### config.mk
export PLATFORM = sky130hd
export DESIGN_NAME = ibex_instr_wb_bridge_flat
export DESIGN_NICKNAME = d
export VERILOG_FILES = /design/src/rtl/ibex_wb_pkg.sv /design/src/rtl/ibex_instr_wb_bridge_if.sv /design/src/rtl/ibex_instr_wb_bridge.sv /design/src/flat_wrapper.sv
export SDC_FILE = /design/constraint.sdc
export NUM_CORES = 1
export LEC_CHECK = 0
export BUFFER_PORTS_ARGS = -buffer_cell sky130_fd_sc_hd__clkbuf_2
export CORE_ASPECT_RATIO = 0.9
export CORE_MARGIN = 10
export CORE_UTILIZATION = 42
export DETAILED_ROUTE_END_ITERATION = 6
export GPL_ROUTABILITY_DRIVEN = 0
export PLACE_DENSITY = 0.81
export SKIP_CTS_REPAIR_TIMING = 1
export SYNTH_ARGS = -nofsm -noshare
export SYNTH_HDL_FRONTEND = slang
export SYNTH_SLANG_ARGS = --single-unit
### constraint.sdc
create_clock -name clk_i -period 3.3 [get_ports clk_i]
set_input_delay 0.33 -clock clk_i [delete_from_list [all_inputs] [get_ports clk_i]]
set_output_delay 0.33 -clock clk_i [all_outputs]
set_load 0.02 [all_outputs]
### src/rtl/ibex_wb_pkg.sv
// Shared types and helpers for the Ibex-to-Wishbone bridges.
package ibex_wb_pkg;

  typedef enum logic [1:0] {
    IDLE = 2'd0,
    BUS  = 2'd1,
    RESP = 2'd2
  } wb_state_e;

  localparam logic [3:0] WB_SEL_WORD = 4'hF;

  // Width of a counter that must reach 'cycles'; never narrower than one bit.
  function automatic int unsigned timeout_cnt_width(input int unsigned cycles);
    int unsigned w;
    w = $clog2(cycles + 1);
    return (w < 1) ? 1 : w;
  endfunction

endpackage

### src/rtl/ibex_instr_wb_bridge_if.sv
// Wishbone B4 classic bus as seen by a read master and its slave.
interface ibex_instr_wb_bridge_if #(
  parameter int unsigned AddrWidth = 32
);
  logic                 cyc;
  logic                 stb;
  logic                 we;
  logic [3:0]           sel;
  logic [AddrWidth-1:0] adr;
  logic [31:0]          dat;
  logic                 ack;
  logic                 err;

  modport master (output cyc, stb, we, sel, adr, input dat, ack, err);
  modport slave  (input cyc, stb, we, sel, adr, output dat, ack, err);
endinterface

### src/rtl/ibex_instr_wb_bridge.sv
// Instruction-fetch req/gnt/rvalid to single-outstanding Wishbone classic read master,
// with an optional bus timeout that turns a silent slave into an error response.
module ibex_instr_wb_bridge
  import ibex_wb_pkg::*;
#(
  parameter int unsigned TimeoutCycles = 255,
  parameter int unsigned AddrWidth     = 32
) (
  input  logic                 clk_i,
  input  logic                 rst_i,
  input  logic                 instr_req_i,
  input  logic [AddrWidth-1:0] instr_addr_i,
  output logic                 instr_gnt_o,
  output logic                 instr_rvalid_o,
  output logic [31:0]          instr_rdata_o,
  output logic                 instr_err_o,
  output logic                 busy_o,
  ibex_instr_wb_bridge_if.master wb
);

  localparam int unsigned CntWidth   = timeout_cnt_width(TimeoutCycles);
  localparam int unsigned LastCntInt = (TimeoutCycles == 0) ? 0 : TimeoutCycles - 1;
  localparam logic [CntWidth-1:0] LastCnt = CntWidth'(LastCntInt);
  localparam bit TimeoutEn = (TimeoutCycles != 0);

  wb_state_e             state_q, state_d;
  logic [AddrWidth-1:2]  addr_q;
  logic [CntWidth-1:0]   cnt_q;
  logic [31:0]           rdata_q;
  logic                  err_q;
  logic                  timeout;

  // Fetches are word-granular; the byte offset is deliberately dropped.
  logic unused_addr_lsb;
  assign unused_addr_lsb = ^instr_addr_i[1:0];

  assign timeout     = TimeoutEn && (cnt_q == LastCnt);
  assign instr_gnt_o = instr_req_i & ((state_q == IDLE) | (state_q == RESP));

  // NOTE: every output of this block gets a default first, so no path infers a latch.
  always_comb begin
    state_d = state_q;
    unique case (state_q)
      IDLE:    if (instr_gnt_o) state_d = BUS;
      BUS:     if (wb.ack || wb.err || timeout) state_d = RESP;
      RESP:    state_d = instr_gnt_o ? BUS : IDLE;
      default: state_d = IDLE;
    endcase
  end

  // NOTE: state is updated with non-blocking assignments so every register samples
  // pre-edge values regardless of statement order.
  always_ff @(posedge clk_i) begin
    if (rst_i) begin
      state_q <= IDLE;
      addr_q  <= '0;
      cnt_q   <= '0;
      rdata_q <= '0;
      err_q   <= 1'b0;
    end else begin
      state_q <= state_d;
      if (instr_gnt_o) begin
        addr_q <= instr_addr_i[AddrWidth-1:2];
        cnt_q  <= '0;
      end
      if (state_q == BUS) begin
        // A slave error dominates a simultaneous ack; either one beats the timeout.
        if (wb.err) begin
          rdata_q <= '0;
          err_q   <= 1'b1;
        end else if (wb.ack) begin
          rdata_q <= wb.dat;
          err_q   <= 1'b0;
        end else if (timeout) begin
          rdata_q <= '0;
          err_q   <= 1'b1;
        end else if (TimeoutEn) begin
          cnt_q <= cnt_q + 1'b1;
        end
      end
    end
  end

  assign wb.cyc = (state_q == BUS);
  assign wb.stb = (state_q == BUS);
  assign wb.we  = 1'b0;
  assign wb.sel = WB_SEL_WORD;
  assign wb.adr = {addr_q, 2'b00};

  assign instr_rvalid_o = (state_q == RESP);
  assign instr_rdata_o  = rdata_q;
  assign instr_err_o    = err_q;
  assign busy_o         = (state_q != IDLE);

endmodule

### src/flat_wrapper.sv
// flat-port wrapper written by rule: the top's interface ports become plain ports
module ibex_instr_wb_bridge_flat import ibex_wb_pkg::*;
#(
  parameter int unsigned TimeoutCycles = 255,
  parameter int unsigned AddrWidth     = 32
)
  (clk_i, rst_i, instr_req_i, instr_addr_i, instr_gnt_o, instr_rvalid_o, instr_rdata_o, instr_err_o, busy_o, wb_cyc, wb_stb, wb_we, wb_sel, wb_adr, wb_dat, wb_ack, wb_err);
  ibex_instr_wb_bridge_if #(.AddrWidth(AddrWidth)) wb_i ();
  input  logic clk_i;
  input  logic rst_i;
  input  logic instr_req_i;
  input  logic [AddrWidth-1:0] instr_addr_i;
  output logic instr_gnt_o;
  output logic instr_rvalid_o;
  output logic [31:0] instr_rdata_o;
  output logic instr_err_o;
  output logic busy_o;
  output wire logic [$bits(wb_i.cyc)-1:0] wb_cyc;
  output wire logic [$bits(wb_i.stb)-1:0] wb_stb;
  output wire logic [$bits(wb_i.we)-1:0] wb_we;
  output wire logic [$bits(wb_i.sel)-1:0] wb_sel;
  output wire logic [$bits(wb_i.adr)-1:0] wb_adr;
  input wire logic [$bits(wb_i.dat)-1:0] wb_dat;
  input wire logic [$bits(wb_i.ack)-1:0] wb_ack;
  input wire logic [$bits(wb_i.err)-1:0] wb_err;
  assign wb_cyc = wb_i.cyc;
  assign wb_stb = wb_i.stb;
  assign wb_we = wb_i.we;
  assign wb_sel = wb_i.sel;
  assign wb_adr = wb_i.adr;
  assign wb_i.dat = wb_dat;
  assign wb_i.ack = wb_ack;
  assign wb_i.err = wb_err;
  ibex_instr_wb_bridge #(.TimeoutCycles(TimeoutCycles), .AddrWidth(AddrWidth)) u_core (.clk_i(clk_i), .rst_i(rst_i), .instr_req_i(instr_req_i), .instr_addr_i(instr_addr_i), .instr_gnt_o(instr_gnt_o), .instr_rvalid_o(instr_rvalid_o), .instr_rdata_o(instr_rdata_o), .instr_err_o(instr_err_o), .busy_o(busy_o), .wb(wb_i));
endmodule
Word-level counts from Yosys, hierarchy flattened
Cells that the tools add are included.

Flip-flop bits (word level): 73.

$add $sub $neg: 1. Eq/ne operators: 5. Multiplexer cells: 15. Bitwise operators: 2. Reduce and logical (&&, ||, !) cells: 7.

Operators with widths (count): 32-bit two-way mux (3); 8-bit two-way mux (5); 8-bit by 1-bit adder with 8-bit output, second input constant (1); 8-bit == test, second input constant (1); 2-bit one-hot mux with 3 select lines (1); 1-bit two-way mux (4); 2-bit two-way mux (2); 2-bit by 1-bit inequality test with 1-bit output, second input constant (2); 2-bit AND reduction (2); 3-bit nonzero test (1); 2-bit by 1-bit == test with 1-bit output, second input constant (1); 2-bit == test, second input constant (1); 2-bit zero test (1); 1-bit logical OR (2); 2-bit nonzero test (1); 1-bit bitwise AND (1); 1-bit OR (1).

Logic depth before layout (Yosys ltp)
Gate-level depths: netlist (run 1).

Word-level depth: 8. Depth in mapped cells: 7.

Least setup slack after synthesis (run 1)
No wires, ideal clock.

Kind: register to register. Start: register u_core.cnt_q[0]. End: register u_core.rdata_q[12], in the netlist u_core.instr_rdata_o[12]. Library setup time: 0.060 ns. Data arrival time: 1.479 ns. Path slack: 1.761 ns. Stages on the path, launching flop included: 8. Cells stage by stage: dfxtp_1 -> inv_1 -> ha_1 -> nand3_1 -> o21ai_1 -> a21oi_1 -> buf_2 -> a22o_1.

Word-level cells in the longest chain between the ends: 3.

RTL lines: start, declared (line ibex_instr_wb_bridge.sv:28) `logic [CntWidth-1:0] cnt_q;`; start signal, assigned (line ibex_instr_wb_bridge.sv:78) `cnt_q <= cnt_q + 1'b1;`; 8-bit == test (line ibex_instr_wb_bridge.sv:37) `assign timeout = TimeoutEn && (cnt_q == LastCnt);`; 3-bit nonzero test (no source line); 2-bit AND reduction (no source line); end signal, assigned (line ibex_instr_wb_bridge.sv:72) `rdata_q <= wb.dat;`; end, declared (line ibex_instr_wb_bridge.sv:29) `logic [31:0] rdata_q;`.

No other way between the ends. A chain may end at the register's enable or synchronous reset.

Worst setup path in the final report (run 1)
Start: register u_core.state_q[0]. End: output instr_gnt_o.

Word-level cells in the longest chain between the ends: 3. Elaborated cells on any way between the ends: 4. Those cells by class: eq/ne: 1; bitwise: 2; reduce/logical: 1.

RTL lines: start, declared (line ibex_instr_wb_bridge.sv:26) `wb_state_e state_q, state_d;`; start signal, assigned (line ibex_instr_wb_bridge.sv:61) `state_q <= state_d;`; 2-bit == test / 2-bit zero test (equally long branches) (line ibex_instr_wb_bridge.sv:38) `assign instr_gnt_o = instr_req_i & ((state_q == IDLE) | (state_q == RESP));`; 1-bit OR * (line ibex_instr_wb_bridge.sv:38); 1-bit bitwise AND * (line ibex_instr_wb_bridge.sv:38); end, declared (line flat_wrapper.sv:13) `output logic instr_gnt_o;`.

Mark *: on every way between the ends. The rest lies on a longest branch, timed or not.

==> results of run 1 <==
[per-stage QoR]
| step | instance area [µm²] | hold slack (ns) | setup slack, ns | util (%) |
|---|---|---|---|---|
| floorplan | 2660 | 0.427 | 1.76 | - |
| global placement | 3340 | 0.441 | 1.42 | 54.7 |
| detailed placement | 3340 | 0.447 | 1.38 | 54.7 |
| CTS | 3590 | 0.183 | 1.01 | 58.6 |
| global route | 3590 | 0.190 | 0.866 | 58.6 |
| finish | 3590 | 0.199 | 1.04 | 58.6 |
[per-layer routing]
layer  track usage [%]  vias to the layer above  share of wire (%)
met4              4.51                        0               0.80
met1              17.7                     1116                 45
li1                  -                     1211                  -
met2              22.8                      110                 44
met5                 0                        -                  0
met3              6.95                        6                 10
[registers in the layout (all words and copies together), names as in the netlist]
signal / cells
u_core.state_q: 2
u_core.instr_err_o: 1
u_core.addr_q: 30
u_core.instr_rdata_o: 32
u_core.cnt_q: 8
[cell usage in the layout (no fill, tap or decap), drive strengths merged, types with 2 or more instances in the layout]
cell    synthesis  final
conb            2      7
nor4b           2      2
a22o           32     32
bufinv          0      3
clkbuf          7    144
nor2            4      4
o211ai          2      2
nand3           5      5
ha              2      2
and3            2      2
nand4           2      2
dfxtp          73     73
clkinv          0      2
nand2b          2      2
o21ai           2      2
inv             4      4
nand2          65     65
a21oi          35     35
buf            19      3
or3             2      2
nor2b           2      2
[final cells by class]
class / count / area, µm² / share of cell area (%)
inverter: 4 / 15.0 / 0.419
timing repair buffer: 137 / 693 / 19.3
clock inverter: 5 / 104 / 2.90
tap: 87 / 109 / 3.04
sequential: 73 / 1460 / 40.8
clock buffer: 10 / 138 / 3.84
multi-input combinational: 182 / 1070 / 29.7
[report_power, final]
part | switching [W] | leakage (nW) | internal, W | total (W)
logic | 0.000136 | 0.998 | 0.0000770 | 0.000213
registers | 0.0000164 | 0.594 | 0.000912 | 0.000928
clock network | 0.000317 | 0.122 | 0.000519 | 0.000836
[worst max-delay path, cell delays in order (launching register included)]
cell and delay (ns):
dfxtp_1 0.35, nand2b_1 0.16, inv_1 0.77, clkbuf_2 0.32
[worst max path at each step]
stage / from / endpoint / slack (ns) / depth (start not counted)
floorplan: u_core.cnt_q[0] / u_core.instr_rdata_o[12] / 1.76 / 7
global placement: u_core.state_q[0] / instr_gnt_o / 1.42 / 3
detailed placement: u_core.state_q[0] / instr_gnt_o / 1.38 / 3
CTS: u_core.state_q[0] / instr_gnt_o / 1.01 / 3
global route: u_core.state_q[0] / instr_gnt_o / 0.87 / 3
finish: u_core.state_q[0] / instr_gnt_o / 1.04 / 3
[cells by family (layout without fill, tap and decap cells)]
| family | count (synthesis) | count (layout) | synth area share (%) |
|---|---|---|---|
| xor gates and xnor gates | 1 | 1 | 0.331 |
| buffers and inverters | 30 | 156 | 5.63 |
| adders and majority gates | 2 | 2 | 0.946 |
| AOI/OAI and AO/OA | 79 | 79 | 20.7 |
| muxes | 2 | 2 | 0.804 |
| and+or+nand+nor | 91 | 91 | 16.1 |
| other | 2 | 7 | 0.284 |
| DFF | 73 | 73 | 55.3 |
==> results.toml, run 1 <==
[worst_setup_path]
worstPathMaxFanout = 33
r2r-start = "u_core.state_q[0]"
cp.arrival_ns = 1.93
r2r_cells = 4
crit_type = "reg2out"
end_kind = "output pin"
r2r-end = "u_core.cnt_q[7]"
start_kind = "flop"
cp.required_ns = 2.97
ff2ff_setup_slack_ns = 1.46

[floorplan]
start_util_pct = 43.3
die_h_um = 95.3
coreArea_um2 = 6110
fp.dieArea_um2 = 9880
rows = 27
die_w_um = 104
io_pins = 144

[yosys]
synth_enable_flop_cells = 0
async_flop_share_pct = 0
synthTopCellsByArea = "dfxtp_1 55%, a22o_1 11%, nand2_1 9.2%"
ys_ff_latch = 73
synth_ff_type = "dfxtp_1"
ys.warnings.count = 0
syn_inst = 280
synth_area_leader_cell = "dfxtp_1"
syn-cell-area_um2 = 2650
synth_area_per_cell_um2 = 9.45
ys_seq_area_share_pct = 55.3
synth_common_cells = "73 x dfxtp_1, 65 x nand2_1, 35 x a21oi_1, 32 x a22o_1, 8 x buf_4"
synth_top_area_share_pct = 55.3
ys_types = 40
synth.most_common_cell = "dfxtp_1"

[outcome]
status = "completed"

[cells_and_area]
fillers = 541
area_growth_pct = 35.6
nets = 478
finalNonFillerCells = 498
antenna_cells = 0
drive_above_1_share_pct = 38.4

[placed_design]
dp_hpwl_um = 5620
placed_cells = 483
io_buffer_count = 134

[route]
drt-total-wl_um = 7490
routedWlPerCell_um = 15.0
via_per_inst = 4.91
vias = 2443
post-route-drc-count = 0
firstDrtPassIters = 4
antenna_left = 0
first_iter_violations = 143

[min_path]
hp-start = "wb_dat[27]"
min_path_cells = 2
hold_class = "in2reg"
holdPathEnd = "u_core.instr_rdata_o[27]"

[power]
p_per_area_nw_per_um2 = 551
leakage_nw = 1.72
power_w = 0.00198
vdd_drop_max_uv = 334

[sta]
skew_ns = 0.0118
fmax_ghz = 0.443
finalHoldViolations = 0
slew_viol_final = 0
min_period_ns = 2.26
setup_viol = 0
worst_pin_slew_ns = 1.06
tns_ns = 0
grt_setup_unrepaired = "no"
max_slew_margin_pct = 29.2
fin_crit_sh_pct = 68.4

[cts]
insertion_delay_ns = 0.33
htree_levels = 3
cts_tree = "done"
clkSinkCount = 73
clkTransAtPathRegs_ns = 0.08
numCtsBuffers = 9
root_buffer = "clkbuf_8"
max-clock-path-buffers = 2

[grt]
antenna_found_initial = 0
grtUsageTotal_pct = 14.6
grt_max_degree = 46
grt_pass1_wl_um = 11900
grt_pass1_vias = 2422
grt-ovfl-total = 0

[job]
drv_cap = 0
Note: power is estimated with default switching activity, not from simulation.
==> inputs of run 2 (changes only) <==
clock period = 2.2 ns   (was 3.3 ns; I/O delays follow)
==> results.toml, run 2 (same netlist as run 1, synthesis figures left out) <==
[cts]
max-clock-path-buffers = 2
insertion_delay_ns = 0.34
numCtsBuffers = 9
clkSinkCount = 73
htree_levels = 3
clkTransAtPathRegs_ns = 0.08
root_buffer = "clkbuf_8"
cts_tree = "done"

[cells_and_area]
finalNonFillerCells = 501
nets = 480
antenna_cells = 0
fin_util_pct = 59.1
drive_above_1_share_pct = 38.9
layout_common_cells = "134 x clkbuf_2, 73 x dfxtp_1, 65 x nand2_1"
largest_reg_flops = 32
ff_latch_area_um2 = 1460
fillers = 545
multi_input_area_um2 = 1070
layout.cells.most_common = "clkbuf_2"
area_growth_pct = 36.6

[worst_setup_path]
crit_buf_inv = 2
end_kind = "flop"
slowest_delay_ns = 0.34
cp_cell_sequence = "inv_1 > ha_1 > nand3_1 > o21ai_1 > a21oi_2 > buf_4 > a22o_1"
slowest_stage = "dfxtp_1"
start_kind = "flop"
crit_start = "u_core.cnt_q[0]"
crit_type = "reg2reg"
worstPathMaxFanout = 32
r2r-start = "u_core.cnt_q[0]"
cp_top_family = "compound AO/OA/AOI/OAI gates"
cp.arrival_ns = 1.98
cp.required_ns = 2.44

[route]
post-route-drc-count = 0
firstDrtPassIters = 4
via_per_inst = 4.86
vias = 2437
routedWlPerCell_um = 15.2
first_iter_violations = 109
drt-total-wl_um = 7630
antenna_left = 0

[sta]
finalHoldViolations = 0
skew_ns = 0.00517
slew_viol_final = 0
tns_ns = 0
fmax_ghz = 0.574
fin_crit_sh_pct = 79.2
fin_hold_ws_ns = 0.0799
setup_viol = 0
min_period_ns = 1.74
grt_setup_unrepaired = "no"

[floorplan]
fp.dieArea_um2 = 9880
rows = 27
die_w_um = 104
io_pins = 144
coreArea_um2 = 6110
die_h_um = 95.3
start_util_pct = 43.3

[grt]
grt.busiest_layer = "met2"
grt-ovfl-total = 0
grt_pass1_vias = 2439
grt_util_met3_pct = 8.43
grt_pass1_wl_um = 12000
grtUsageTotal_pct = 14.9
antenna_found_initial = 0
gr-usage-met2_pct = 22.8
grt_use_met1_pct = 16.7
grt_max_degree = 38

[min_path]
hold_class = "in2reg"
hp-start = "wb_dat[28]"

[placed_design]
placed_cells = 485
io_buffer_count = 134
dp_hpwl_um = 5710

[power]
vdd_drop_max_uv = 525
leakage_nw = 1.73
p_per_area_nw_per_um2 = 833

[job]
drv_cap = 0

[outcome]
status = "completed"
## run 2: cell types whose count changed in the layout (fill, tap and decap cells not counted)
| cell | previous run | this run |
|---|---|---|
| clkinv_2 | 1 | 0 |
| buf_4 | 3 | 5 |
| clkinvlp_4 | 0 | 1 |
| clkinv_4 | 1 | 2 |
## run 2: stage by stage
| stage | power, W | setup WS (ns) | instance area (µm²) |
|---|---|---|---|
| floorplan | 0.00161 | 0.661 | 2660 |
| global placement | 0.00174 | 0.518 | 3360 |
| detailed placement | 0.00175 | 0.457 | 3360 |
| CTS | 0.00305 | 0.458 | 3610 |
| global route | 0.00314 | 0.312 | 3610 |
| finish | 0.00301 | 0.458 | 3610 |
## run 2: worst reg2reg max path, stage by stage, from the launching register on
cell     delay (ns)
dfxtp_1        0.34
inv_1          0.08
ha_1           0.16
nand3_1        0.20
o21ai_1        0.25
a21oi_2        0.08
buf_4          0.25
a22o_1         0.28
## run 2: path summary, 6_finish.rpt
path,end,slack [ns],cells past startpoint
worst min register to register,u_core.addr_q[5],0.46,2
worst min-delay path,u_core.instr_rdata_o[28],0.08,2
worst max-delay path,u_core.instr_rdata_o[8],0.46,7
worst max register to register,u_core.instr_rdata_o[8],0.46,7
## run 2: power breakdown
part	internal, W	switching [W]
Combinational	0.000118	0.000206
Clock	0.000788	0.000506
Sequential	0.00137	0.0000247
Total	0.00227	0.000736
## run 2: area by class of cell
class	instances	area share (%)
inverters	4	0.416
repair buffers	139	19.6
well taps	87	3.01
clock inverters	6	3.19
clock buffers	10	3.81
flip-flops and latches	73	40.5
multi-input cells	182	29.5
## run 2: layer usage
metal | part of all wire (%) | routed length, µm
met5 | 0 | 0
met2 | 44 | 3360
met4 | 1.1 | 81
met1 | 44 | 3390
met3 | 10 | 794
==> inputs of run 3 (changes only) <==
ABC_AREA = 1   (was default)
clock period = 1.6 ns   (was 2.2 ns; I/O delays follow)
==> results.toml, run 3 <==
[yosys]
syn_inst = 374
synth_top_area_share_pct = 48.2
ys_ff_latch = 73
ys_seq_area_share_pct = 48.2
ys.warnings.count = 0
async_flop_share_pct = 0
synth_area_per_cell_um2 = 8.10
synth_area_leader_cell = "dfxtp_1"
synth_common_cells = "75 x nor2_1, 73 x dfxtp_1, 47 x nand2_1, 42 x o21ai_0, 39 x nand3_1"
yosys.area_share.simple_pct = 26.1
synth.most_common_cell = "nor2_1"
synth_top_family_by_area = "simple AND/OR/NAND/NOR gates"
synthTopCellsByArea = "dfxtp_1 48%, nor2_1 9.3%, o21ai_2 8.4%"
muxShareOfSynthArea_pct = 0
yosys.area_share.adder_pct = 0.826
synth_compound_area_share_pct = 15.9
syn-cell-area_um2 = 3030
ys_types = 25
synth_ff_type = "dfxtp_1"
synth_enable_flop_cells = 0
synth-xor-area-share_pct = 0

[min_path]
min_path_cells = 2
hp-start = "rst_i"
holdPathEnd = "u_core.state_q[0]"
hold_class = "in2reg"

[route]
post-route-drc-count = 0
antenna_left = 0
dr_wl_met2_um = 4430
met3RoutedLength_um = 648
via_per_inst = 4.82
routedWlPerCell_um = 14.2
vias = 2925
firstDrtPassIters = 4
drt-met1-wl_um = 3420
first_iter_violations = 146
drt-total-wl_um = 8620
top_layer = "met4"

[grt]
grt_pass1_vias = 2743
grt_max_degree = 59
antenna_found_initial = 0
grt-ovfl-total = 0
grt_pass1_wl_um = 13000
grtUsageTotal_pct = 14.4

[cts]
numCtsBuffers = 9
cts_tree = "done"
max-clock-path-buffers = 2
clkTransAtPathRegs_ns = 0.07
insertion_delay_ns = 0.33
root_buffer = "clkbuf_8"
clkSinkCount = 73
htree_levels = 3

[floorplan]
coreArea_um2 = 7040
start_util_pct = 43.1
fp.dieArea_um2 = 11000
rows = 29
io_pins = 144
die_h_um = 101
die_w_um = 110

[power]
leakage_nw = 1.91
intPower_w = 0.00296
seq_power_share_pct = 48.1
p_comb_share_pct = 15.0
vdd_drop_max_uv = 509
p_per_area_nw_per_um2 = 984
clkPwrFrac_pct = 36.8
switchingPower_w = 0.00106
sw_frac_of_total_pct = 26.3

[sta]
finalHoldViolations = 0
slew_viol_final = 0
fin_crit_sh_pct = 96.1
skew_ns = 0.00649
min_period_ns = 1.54
max_slew_margin_pct = 59.4
worst_pin_slew_ns = 0.607
setup_viol = 0
layout_setup_ws_ns = 0.0620
tns_ns = 0
fin_hold_ws_ns = 0.0262
grt_setup_unrepaired = "yes"
fmax_ghz = 0.650

[worst_setup_path]
r2r_cells = 8
slowest_delay_ns = 0.35
cp.arrival_ns = 1.38
crit_type = "reg2out"
ff2ff_setup_slack_ns = 0.11
start_kind = "flop"
cp.required_ns = 1.44
worstPathMaxFanout = 31
cp_cell_sequence = "inv_2 > nand2_4 > clkinvlp_4 > buf_12 > buf_4"
slowest_stage = "dfxtp_1"
r2r-end = "u_core.instr_rdata_o[13]"
r2r-start = "u_core.cnt_q[1]"
end_kind = "output pin"

[cells_and_area]
drive_above_1_share_pct = 41.1
layout_common_cells = "133 x clkbuf_2, 74 x nor2_1, 72 x dfxtp_1"
fin_util_pct = 58.0
nets = 580
layout.cells.most_common = "clkbuf_2"
area_growth_pct = 34.8
largest_reg_flops = 32
antenna_cells = 0

[placed_design]
io_buffer_count = 134
dp_slack_ns = 0.0782
dp_hpwl_um = 6280

[job]
drv_cap = 0

[outcome]
status = "completed"
[run 3: changes by cell type after synthesis, sizes merged, moves of 3 or more]
cell / change
clkbuf: +4
a21oi: -32
inv: +11
nand3: +36
clkinv: +3
nor2: +74
nand2: -12
a22o: -32
o21ai: +69
[run 3: cells by family after synthesis]
family	Yosys count
AOI/OAI and AO/OA	74
adders and majority gates	2
buffers and inverters	48
DFF	73
other	2
and+or+nand+nor	175
[run 3: power by group through the flow]
stage	combinational, W	sequential (W)	clock (W)
CTS	0.000582	0.00194	0.00152
finish	0.000604	0.00194	0.00148
floorplan	0.000276	0.00207	0
global placement	0.000569	0.00197	0
global route	0.000658	0.00195	0.00160
detailed placement	0.000581	0.00198	0
[run 3: stage by stage]
stage / cell area, µm² / total power (W) / cells
after floorplan: 3050 / 0.00234 / 379
after global placement: 3770 / 0.00254 / 585
after detailed placement: 3770 / 0.00256 / 585
after CTS: 3980 / 0.00404 / 601
after global routing: 4090 / 0.00421 / 607
final: 4090 / 0.00402 / 607
[run 3: area by class of cell]
type	instances	area, µm²
clock buffers	14	173
fillers	646	2950
multi-input cells	259	1370
well taps	93	116
repair buffers	148	858
clock inverters	2	35.0
flip-flops and latches	73	1460
inverters	18	71.3
[run 3: how the worst max path moves through the flow]
stage | from | cells past startpoint | slack, ns | end
2_1_floorplan | u_core.cnt_q[0] | 10 | 0.30 | u_core.cnt_q[0]
3_3_place_gp | u_core.cnt_q[0] | 9 | 0.11 | u_core.instr_rdata_o[6]
3_5_place_dp | u_core.cnt_q[0] | 9 | 0.08 | u_core.instr_rdata_o[7]
4_1_cts | u_core.state_q[0] | 5 | -0.09 | instr_gnt_o
5_1_grt | u_core.state_q[0] | 5 | -0.02 | instr_gnt_o
6_report | u_core.state_q[0] | 5 | 0.06 | instr_gnt_o
[run 3: metal layers]
metal / track usage (%) / vias to the layer above
met4: 4.90 / 0
li1: - / 1474
met1: 16.2 / 1346
met5: 0 / -
met3: 4.86 / 10
met2: 24.8 / 95
[run 3: critical path, delay by kind of cell, from the launching register on]
family / cells / cell delay (ns)
simple gates: 1 / 0.12
flops: 1 / 0.35
buf+inv: 4 / 0.57
